`src/rtl/clk_gen_pkg.sv`:
```
// Shared types for the clock generator: CPU clock mode encoding and the
// clock-switch FSM states, plus a helper for the channel-index width.
package clk_gen_pkg;

    typedef enum logic [1:0] {
        MODE_FAST = 2'd0,
        MODE_SLOW = 2'd1,
        MODE_STEP = 2'd2,
        MODE_HOLD = 2'd3
    } mode_e;

    typedef enum logic [1:0] {
        SW_RUN    = 2'd0,
        SW_DRAIN  = 2'd1,
        SW_SWITCH = 2'd2
    } sw_state_e;

    // Width of a channel index; a single channel still gets one bit.
    function automatic int unsigned chIdxWidth(input int unsigned nCh);
        return (nCh > 1) ? $clog2(nCh) : 1;
    endfunction

endpackage

```
`src/rtl/clk_gen_if.sv`:
```
// Configuration bus used to program the per-channel divide registers.
interface clk_gen_if
    import clk_gen_pkg::*;
#(
    parameter int N_CH  = 4,
    parameter int DIV_W = 16
);
    localparam int CH_W = chIdxWidth(N_CH);

    logic             cfg_we;
    logic [CH_W-1:0]  cfg_ch;
    logic [DIV_W-1:0] cfg_div;

    modport master (output cfg_we, output cfg_ch, output cfg_div);
    modport slave  (input  cfg_we, input  cfg_ch, input  cfg_div);
endinterface

```
`src/rtl/clk_gen_ch.sv`:
```
// One programmable divided-clock channel: a divide register, a counter that
// runs 0..D, a 50%-duty toggle output and a one-cycle tick on each toggle.
// A divide value of zero parks the channel with everything held low.
module clk_gen_ch #(
    parameter int          DIV_W    = 16,
    parameter int unsigned DIV_INIT = 49999
) (
    input  logic             clk,
    input  logic             rst_n,
    input  logic             we_i,
    input  logic [DIV_W-1:0] div_i,
    output logic             ch_clk_o,
    output logic             ch_tick_o
);

    logic [DIV_W-1:0] div_q, div_d;
    logic [DIV_W-1:0] cnt_q, cnt_d;
    logic             clk_q, clk_d;
    logic             tick_q, tick_d;

    // Next-state: a write restarts the channel, zero divide disables it,
    // otherwise count up and toggle when the count reaches the divide value.
    always_comb begin
        div_d  = div_q;
        cnt_d  = cnt_q;
        clk_d  = clk_q;
        tick_d = 1'b0;
        if (we_i) begin
            div_d = div_i;
            cnt_d = '0;
            clk_d = 1'b0;
        end else if (div_q == '0) begin
            cnt_d = '0;
            clk_d = 1'b0;
        end else if (cnt_q == div_q) begin
            cnt_d  = '0;
            clk_d  = ~clk_q;
            tick_d = 1'b1;
        end else begin
            cnt_d = cnt_q + DIV_W'(1);
        end
    end

    // Channel registers; reset loads the default divide value.
    always_ff @(posedge clk or negedge rst_n) begin
        if (!rst_n) begin
            div_q  <= DIV_W'(DIV_INIT);
            cnt_q  <= '0;
            clk_q  <= 1'b0;
            tick_q <= 1'b0;
        end else begin
            div_q  <= div_d;
            cnt_q  <= cnt_d;
            clk_q  <= clk_d;
            tick_q <= tick_d;
        end
    end

    assign ch_clk_o  = clk_q;
    assign ch_tick_o = tick_q;

endmodule

```
`src/rtl/clk_gen.sv`:
```
// Clock generator: free-running divider counter, N programmable divided
// channels, and a glitch-free CPU clock selected between a fast counter bit,
// channel 0, a push-button single-step pulse, or a held-low level.
module clk_gen
    import clk_gen_pkg::*;
#(
    parameter int          CNT_W    = 32,
    parameter int          N_CH     = 4,
    parameter int          DIV_W    = 16,
    parameter int unsigned DIV_INIT = 49999,
    parameter int          FAST_BIT = 2
) (
    input  logic              clk,
    input  logic              rst_n,
    clk_gen_if.slave          cfg,
    input  logic [1:0]        mode,
    input  logic              step,
    output logic [CNT_W-1:0]  clkdiv,
    output logic [N_CH-1:0]   ch_clk,
    output logic [N_CH-1:0]   ch_tick,
    output logic              clk_cpu,
    output logic [1:0]        mode_act
);

    localparam int          PW       = (FAST_BIT > 0) ? FAST_BIT : 1;
    localparam logic [PW-1:0] STEP_LAST = PW'((1 << FAST_BIT) - 1);

    logic [CNT_W-1:0] clkdiv_q;
    logic [2:0]       stepSync_q;
    logic             stepRise;
    logic             stepSrc_q, stepSrc_d;
    logic [PW-1:0]    stepCnt_q, stepCnt_d;
    sw_state_e        swState_q, swState_d;
    mode_e            target_q, target_d;
    mode_e            modeAct_q, modeAct_d;
    mode_e            modeReq;
    logic             clkCpu_q, clkCpu_d;
    logic [3:0]       srcVec;
    logic             curSrc;
    logic             tgtSrc;

    // Free-running divider counter, wraps naturally at all-ones.
    always_ff @(posedge clk or negedge rst_n) begin
        if (!rst_n) begin
            clkdiv_q <= '0;
        end else begin
            clkdiv_q <= clkdiv_q + CNT_W'(1);
        end
    end

    assign clkdiv = clkdiv_q;

    for (genvar i = 0; i < N_CH; i++) begin : g_ch
        logic chWe;
        assign chWe = cfg.cfg_we && (32'(cfg.cfg_ch) == 32'(i));

        clk_gen_ch #(
            .DIV_W    (DIV_W),
            .DIV_INIT (DIV_INIT)
        ) u_ch (
            .clk       (clk),
            .rst_n     (rst_n),
            .we_i      (chWe),
            .div_i     (cfg.cfg_div),
            .ch_clk_o  (ch_clk[i]),
            .ch_tick_o (ch_tick[i])
        );
    end

    // Two-flop synchroniser for the step button plus one history flop for edge detection.
    always_ff @(posedge clk or negedge rst_n) begin
        if (!rst_n) begin
            stepSync_q <= '0;
        end else begin
            stepSync_q <= {stepSync_q[1:0], step};
        end
    end

    assign stepRise = stepSync_q[1] & ~stepSync_q[2];

    // Step pulse: a fresh edge while settled in STEP starts a fixed-length pulse; busy edges are dropped.
    always_comb begin
        stepSrc_d = stepSrc_q;
        stepCnt_d = stepCnt_q;
        if (stepSrc_q) begin
            if (stepCnt_q == '0) begin
                stepSrc_d = 1'b0;
            end else begin
                stepCnt_d = stepCnt_q - PW'(1);
            end
        end else if (stepRise && modeAct_q == MODE_STEP && swState_q == SW_RUN) begin
            stepSrc_d = 1'b1;
            stepCnt_d = STEP_LAST;
        end
    end

    // Step pulse generator registers.
    always_ff @(posedge clk or negedge rst_n) begin
        if (!rst_n) begin
            stepSrc_q <= 1'b0;
            stepCnt_q <= '0;
        end else begin
            stepSrc_q <= stepSrc_d;
            stepCnt_q <= stepCnt_d;
        end
    end

    assign modeReq = mode_e'(mode);
    assign srcVec  = {1'b0, stepSrc_q, ch_clk[0], clkdiv_q[FAST_BIT]};
    assign curSrc  = srcVec[modeAct_q];
    assign tgtSrc  = srcVec[target_q];

    // Switch FSM state register together with the active mode and the registered CPU clock.
    always_ff @(posedge clk or negedge rst_n) begin
        if (!rst_n) begin
            swState_q <= SW_RUN;
            target_q  <= MODE_FAST;
            modeAct_q <= MODE_FAST;
            clkCpu_q  <= 1'b0;
        end else begin
            swState_q <= swState_d;
            target_q  <= target_d;
            modeAct_q <= modeAct_d;
            clkCpu_q  <= clkCpu_d;
        end
    end

    // Next state: leave the old source only once it is low, enter the new one only once it is low too.
    always_comb begin
        swState_d = swState_q;
        target_d  = target_q;
        modeAct_d = modeAct_q;
        case (swState_q)
            SW_RUN: begin
                if (modeReq != modeAct_q) begin
                    target_d  = modeReq;
                    swState_d = SW_DRAIN;
                end
            end
            SW_DRAIN: begin
                if (!curSrc) begin
                    swState_d = SW_SWITCH;
                end
            end
            SW_SWITCH: begin
                if (!tgtSrc) begin
                    modeAct_d = target_q;
                    swState_d = SW_RUN;
                end
            end
            default: begin
                swState_d = SW_RUN;
            end
        endcase
    end

    // Output: follow the active source while running or draining a high phase, hold low while switching.
    always_comb begin
        clkCpu_d = 1'b0;
        case (swState_q)
            SW_RUN:    clkCpu_d = curSrc;
            SW_DRAIN:  clkCpu_d = curSrc;
            SW_SWITCH: clkCpu_d = 1'b0;
            default:   clkCpu_d = 1'b0;
        endcase
    end

    assign clk_cpu  = clkCpu_q;
    assign mode_act = modeAct_q;

endmodule

```
`src/flat_wrapper.sv`:
```
// flat-port wrapper written by rule: the top's interface ports become plain ports
module clk_gen_flat import clk_gen_pkg::*;
#(
    parameter int          CNT_W    = 32,
    parameter int          N_CH     = 4,
    parameter int          DIV_W    = 16,
    parameter int unsigned DIV_INIT = 49999,
    parameter int          FAST_BIT = 2
)
  (clk, rst_n, mode, step, clkdiv, ch_clk, ch_tick, clk_cpu, mode_act, cfg_cfg_we, cfg_cfg_ch, cfg_cfg_div);
  clk_gen_if #(.N_CH(N_CH), .DIV_W(DIV_W)) cfg_i ();
  input  logic clk;
  input  logic rst_n;
  input  logic [1:0] mode;
  input  logic step;
  output logic [CNT_W-1:0] clkdiv;
  output logic [N_CH-1:0] ch_clk;
  output logic [N_CH-1:0] ch_tick;
  output logic clk_cpu;
  output logic [1:0] mode_act;
  input wire logic [$bits(cfg_i.cfg_we)-1:0] cfg_cfg_we;
  input wire logic [$bits(cfg_i.cfg_ch)-1:0] cfg_cfg_ch;
  input wire logic [$bits(cfg_i.cfg_div)-1:0] cfg_cfg_div;
  assign cfg_i.cfg_we = cfg_cfg_we;
  assign cfg_i.cfg_ch = cfg_cfg_ch;
  assign cfg_i.cfg_div = cfg_cfg_div;
  clk_gen #(.CNT_W(CNT_W), .N_CH(N_CH), .DIV_W(DIV_W), .DIV_INIT(DIV_INIT), .FAST_BIT(FAST_BIT)) u_core (.clk(clk), .rst_n(rst_n), .cfg(cfg_i), .mode(mode), .step(step), .clkdiv(clkdiv), .ch_clk(ch_clk), .ch_tick(ch_tick), .clk_cpu(clk_cpu), .mode_act(mode_act));
endmodule
```
`config.mk`:
```
export PLATFORM = sky130hd
export DESIGN_NAME = clk_gen_flat
export DESIGN_NICKNAME = d
export VERILOG_FILES = /design/src/rtl/clk_gen_pkg.sv /design/src/rtl/clk_gen_if.sv /design/src/rtl/clk_gen_ch.sv /design/src/rtl/clk_gen.sv /design/src/flat_wrapper.sv
export SDC_FILE = /design/constraint.sdc
export NUM_CORES = 1
export LEC_CHECK = 0
export BUFFER_PORTS_ARGS = -buffer_cell sky130_fd_sc_hd__buf_2
export CORE_ASPECT_RATIO = 0.6
export CORE_MARGIN = 4
export CORE_UTILIZATION = 55
export DETAILED_ROUTE_END_ITERATION = 8
export GPL_ROUTABILITY_DRIVEN = 0
export PLACE_DENSITY = 0.8
export SETUP_SLACK_MARGIN = 0.05
export SYNTH_ARGS = -nofsm -noshare
export SYNTH_HDL_FRONTEND = slang
export SYNTH_SLANG_ARGS = --single-unit
```
`constraint.sdc`:
```
create_clock -name clk -period 2.5 [get_ports clk]
set_input_delay 0.375 -clock clk [delete_from_list [all_inputs] [get_ports clk]]
set_output_delay 0.375 -clock clk [all_outputs]
set_load 0.01 [all_outputs]
```
=== Word-level counts from Yosys, hierarchy flattened ===
Cells that the tools add are included.

* Latch bits: 0
* Memories kept: 0
* ROM bits: 0
* Input port bits: 24
* Memory bits (writable): 0
* Logic and storage cells: 128
* Output and inout port bits: 43
* Flip-flop bits (word level): 181

* Reduce and logical (&&, ||, !) cells: 23
* Shift operators: 0
* Magnitude comparators: 2
* Div/mod/pow operators: 0
* Muxes and demuxes: 51
* Bitwise operators: 7
* Multiply operators: 0
* Eq/ne operators: 15
* $add $sub $neg: 6

{| class="wikitable"
|+ Operators by type and width
! operator !! count
|-
| two-way mux 16 bit || 12
|-
| adder 16 x 1 -> 16 bit, second input constant || 4
|-
| equality test 16 bit || 4
|-
| zero test 16 bit || 4
|-
| adder 32 x 1 -> 32 bit, second input constant || 1
|-
| two-way mux 1 bit || 30
|-
| two-way mux 2 bit || 6
|-
| nonzero test 3 bit || 4
|-
| equality test 2 bit, second input constant || 4
|-
| inequality test 2 bit, second input constant || 4
|-
| logical AND 1 bit || 6
|-
| zero test 2 bit || 3
|-
| less-than comparator 2 x 3 -> 1 bit, second input constant || 2
|-
| inverter 1 bit || 6
|-
| case mux 2 bit (3 select lines) || 1
|-
| AND reduction 2 bit || 3
|-
| binary-select mux 1 bit (select 2 bit) || 2
|-
| equality test 2 x 1 -> 1 bit, second input constant || 2
|-
| AND reduction 3 bit || 1
|-
| inequality test 2 bit || 1
|-
| nonzero test 2 bit || 1
|-
| OR reduction 2 bit || 1
|-
| subtractor 2 x 1 -> 2 bit, second input constant || 1
|-
| AND 1 bit || 1
|}

=== Depth between registers and ports, before layout ===
* Depth in word-level cells: 6
* Depth in mapped cells: 7
* Gate-level depth less buffers: 6

=== Hierarchy ===
Synthesis repeated with hierarchy kept, for this count alone.

* Cell total of the unflattened synthesis: 742
* Area, all modules: 9002.4 sq um

{| class="wikitable"
|+ By module, submodules not included
! module !! seq. area each (sq um) !! cells an instance !! area an instance (sq um) !! times used
|-
| clk_gen_ch || 862.1 || 141 || 1722.9 || 4
|-
| clk_gen || 1126.1 || 178 || 2110.8 || 1
|}

=== Worst setup path after synthesis ===
No wires, ideal clock.

* Path kind: register -> register
* From: reg u_core.clkdiv_q[2], in the netlist u_core.clkdiv[2]
* To: reg u_core.clkdiv_q[31], in the netlist u_core.clkdiv[31]
* Cell stages (with the launch flop): 7
* Required time: 2.376 ns
* Data arrival time: 1.450 ns
* Library setup time: 0.124 ns
* Path slack: 0.926 ns
* Path buffers: 1
* Path through: dfrtp_1 -> buf_2 -> and3_2 -> nand2_4 -> nor4b_4 -> nand3_1 -> xnor2_1

* Longest elaborated chain between the ends: 1

{| class="wikitable"
|+ RTL lines
! element !! line !! text
|-
| start: declaration || clk_gen.sv:28 || <nowiki>logic [CNT_W-1:0] clkdiv_q;</nowiki>
|-
| start signal: assignment || clk_gen.sv:47 || <nowiki>clkdiv_q <= clkdiv_q + CNT_W'(1);</nowiki>
|-
| adder 32 x 1 -> 32 bit || clk_gen.sv:47 ||
|}

No other way between the ends.
A chain may end at the register's enable or synchronous reset.

=== Worst setup path after layout ===
* From: reg u_core.g_ch[0].u_ch.cnt_q[2]
* To: reg u_core.g_ch[0].u_ch.cnt_q[4]

* Longest elaborated chain between the ends: 4

{| class="wikitable"
|+ RTL lines
! element !! line !! text
|-
| start: declaration || clk_gen_ch.sv:17 || <nowiki>logic [DIV_W-1:0] cnt_q, cnt_d;</nowiki>
|-
| start signal: assignment || clk_gen_ch.sv:53 || <nowiki>cnt_q <= cnt_d;</nowiki>
|-
| adder 16 x 1 -> 16 bit / equality test 16 bit (equally long branches) || clk_gen_ch.sv:40, clk_gen_ch.sv:35 ||
|-
| two-way mux 16 bit * || clk_gen_ch.sv:35 || <nowiki>end else if (cnt_q == div_q) begin</nowiki>
|-
| two-way mux 16 bit * || clk_gen_ch.sv:32 || <nowiki>end else if (div_q == '0) begin</nowiki>
|-
| two-way mux 16 bit * || clk_gen_ch.sv:28 || <nowiki>if (we_i) begin</nowiki>
|-
| net u_core.g_ch[0].u_ch.cnt_d[4] || clk_gen_ch.sv:17 ||
|}

The timed path passes the listed nets; every way through them passes the cells marked *.

==> impl_results.md <==
- Post-cts resize count: 0
- Clock Latency Late Sink: 0.44 ns
- Congestion Overflow GR: 0
- Starting DRT DRC Count: 335
- Clock sink count: 181
- Flop2flop setup slack: between 0.5 and 0.6 ns
- Core area: 14800 sq um
- Worst reg2reg startpoint: u_core.g_ch[0].u_ch.cnt_q[2]$_DFF_PN0_
- Placed Cells: 980
- Slowest stage cell on the critical path: nand2b_1
- Skew final: 0.0205 ns
- Cell with the most instances after synthesis: dfrtp_1
- Most common library cells after synthesis: dfrtp_1, xor2_1, nor2_1
- Final setup viols: 0
- Sequential area share after synthesis: a little over half
- Antenna diodes: 0
- # IOs: 67
- Final TNS setup: 0 ns
- Final-report hold violation count: 0
- Worst hold slack: 0.0668 ns
- Delay-heaviest family, CP: simple AND/OR/NAND/NOR gates
- H-tree depth: 4
- Die Height: 104 um
- Total routed wirelength: 18300 um
- Via count of the routed design: roughly 5700
- Switching Fraction: 29.7%
- Min-delay src: step
- P_int: 5.47 mW
- M2 GR Usage: 32.1%
- Post-synth top flop: dfrtp_1
- Worst R2R End: u_core.g_ch[0].u_ch.cnt_q[4]$_DFF_PN0_
- Synth warnings: 0
- # DRC: 0
- Drt pass-1 iters: 4
- CP Cell Sequence: xor2_1, nor4_1, nand4_1, nand2b_1, nor2_1
- Syn Nets: 761
- Yosys cell types: 39
- GRT Total Usage: 22.1%
- Seq pwr share: 50.9%
- Element type at the critical path end: register
- Hold-critical path endpoint: u_core.stepSync_q[0]$_DFF_PN0_
- CTS tree: yes
- Die area: roughly 18000 sq um
- Worst-Margin Slew: between 0.8 and 0.9 ns
- Largest area contributor in the netlist: dfrtp_1
- I/O Buffers: 66
- Setup ws final: around 0.56 ns
- Fin crit share: between 70 and 80%
- Post-DRT Antenna Nets: 0
- Layout Nets: 832
- Met3 track demand over resource: 5.58%
- Vias/cell: 5.58
- Max Cap Violations: 0
- Max incr delay on CP: 0.53 ns
- Hold Path Stages: 1
- Peak supply drop: 0.000416 V
- Clock Power Share: 34.0%
- Initial Util: 57.5%
- Gr busiest metal: met1
- Synth area leaders: dfrtp_1, dfstp_2, xor2_1, mux2_2, xnor2_1
- CP Class: register to register
- First-pass GRT wire length: between 30000 and 40000 um
- RSZ-0062 raised after global routing: no
- Final cell count without fillers: 1013
- Gate power share: 15.0%
- Synth top area share: between 40% and 50%
- Core Rows: 34
- Worst EP arrival: 2.22 ns
- Routing usage on met1: 33.4%
- Mapped Area: around 8500 sq um
- Crit path buf inv count: 0
- Worst reg2reg path depth: 5
- Crit path time final: between 1.5 and 2 ns
- WL per Instance: approximately 18 um
- Worst path required time: 2.77 ns
- Mapped Cells: 731
- FF+latch count, synth: 181
- Pin count of the biggest net entering global routing: 72
- Layout fillers: 1104
- Clock slew at reported path FFs: 0.06 ns
- Avg Inst Size Synth: 11.7 sq um
- Die Wd: around 170 um
- Outcome: complete, no violations
- Number of flops mapped to enable cells by yosys: 0
- Pre-CTS setup slack: 0.581 ns
- Number of global-route vias before repair: slightly below 6000
- DP HPWL: 13000 um
- CTS buffer count: 17
- Fmax: 515 MHz
- Asr flop ratio synth: 100%
- NetSw: 2.31 mW
- Pleak: 4.55 nW
- Initial antenna violation count: 0
- Startpoint Class: register
- Worst relative slew slack: 42.6%
- Max FO, Critical Path: 16
- Final slew viol count: 0
- CTS Root Cell: clkbuf_16
- Area grow syn2layout: 13.0%
- Layout cell share with drive strength beyond 1: 27.6%
- Cell Pwr Density: 809 nW/um^2
- Worst Hold Class: input pin to register
- Clock Tree Buf Depth: 2
## flip-flops by register name (all words and copies together) (netlist names), 2 cells and up
signal                      cells
u_core.mode_act                 2
u_core.g_ch.u_ch.ch_tick_o      4
u_core.target_q                 2
u_core.stepSync_q               3
u_core.g_ch.u_ch.div_q         64
u_core.g_ch.u_ch.cnt_q         64
u_core.clkdiv                  32
u_core.swState_q                2
u_core.g_ch.u_ch.ch_clk_o       4
u_core.stepCnt_q                2
## per-stage QoR
stage | area, sq um | total power [mW] | utilization, %
after floorplan | 8520 | 4.72 | -
after global placement | 9030 | 5.06 | 61.0
after detailed placement | 9030 | 5.16 | 61.0
after CTS | 9620 | 7.84 | 65.0
after global routing | 9620 | 8.16 | 65.0
final | 9620 | 7.79 | 65.0
## cell type report
cell class	count	area, sq um	area share, %
Multi-Input combinational cell	520	3770	39.1
Sequential cell	181	4570	47.5
Clock buffer	19	443	4.60
Tap cell	198	248	2.57
Inverter	9	33.8	0.351
Timing Repair Buffer	73	417	4.33
Clock inverter	13	140	1.46
## per-layer routing
metal,part of all wire (%),vias up
met3,5.5,19
met1,49,2840
met2,45,139
met4,1.1,0
met5,0,-
li1,-,2653
## repair_timing
item | CTS | global route
hold endpoints to repair | 46 | 0
setup buffers | 0 | 0
hold buffers | 1 | 0
## cells in the final DEF, fill, tap and decap left out, types with 3 or more instances in the layout
| cell | instances |
|---|---|
| xnor2_1 | 48 |
| nor2_1 | 93 |
| nor3_1 | 11 |
| dfstp_2 | 36 |
| clkbuf_16 | 17 |
| nor4_1 | 33 |
| buf_4 | 4 |
| inv_8 | 3 |
| mux2_2 | 68 |
| and4_1 | 6 |
| nand2_1 | 37 |
| and3_1 | 14 |
| nand3_2 | 7 |
| nand4_1 | 20 |
| inv_6 | 5 |
| xor2_1 | 108 |
| ha_1 | 6 |
| inv_1 | 9 |
| dfrtp_1 | 145 |
| nand2b_1 | 5 |
| nand3_1 | 40 |
| buf_2 | 65 |
## worst register-to-register path, stage by stage, from the launching register on
cell	delay, ns
dfrtp_1	0.45
xor2_1	0.21
nor4_1	0.26
nand4_1	0.20
nand2b_1	0.53
nor2_1	0.14
## cells by family (layout without fill, tap and decap cells)
logic type,after synthesis,after routing,share of synthesized area [%]
AO/OA/AOI/OAI,7,7,0.558
XOR/XNOR,156,156,16.0
adder cells (fa/ha/maj),6,6,0.881
buffers and inverters,30,114,2.09
flip-flops,181,181,53.7
multiplexers,70,70,9.22
AND/OR/NAND/NOR,281,281,17.5
## power by group through the flow
stage          combinational (mW)  sequential (mW)  clock (mW)
2_1_floorplan               0.884             3.84           0
3_3_place_gp                 1.10             3.96           0
3_5_place_dp                 1.16             4.00           0
4_1_cts                      1.18             3.95        2.71
5_1_grt                      1.31             4.02        2.83
6_report                     1.17             3.96        2.65
## worst max-delay path by stage
stage	startpoint	end	slack, ns	depth (start not counted)
floorplan	u_core.clkdiv[2]$_DFF_PN0_	u_core.clkdiv[31]$_DFF_PN0_	0.93	6
global placement	cfg_cfg_ch[1]	u_core.g_ch[1].u_ch.cnt_q[7]$_DFF_PN0_	0.68	4
detailed placement	u_core.g_ch[0].u_ch.cnt_q[2]$_DFF_PN0_	u_core.g_ch[0].u_ch.cnt_q[8]$_DFF_PN0_	0.58	5
CTS	u_core.g_ch[0].u_ch.cnt_q[0]$_DFF_PN0_	u_core.g_ch[0].u_ch.cnt_q[4]$_DFF_PN0_	0.57	5
global route	u_core.g_ch[0].u_ch.cnt_q[2]$_DFF_PN0_	u_core.g_ch[0].u_ch.cnt_q[4]$_DFF_PN0_	0.29	5
finish	u_core.g_ch[0].u_ch.cnt_q[2]$_DFF_PN0_	u_core.g_ch[0].u_ch.cnt_q[4]$_DFF_PN0_	0.56	5
Note: power is estimated with default switching activity, not from simulation.
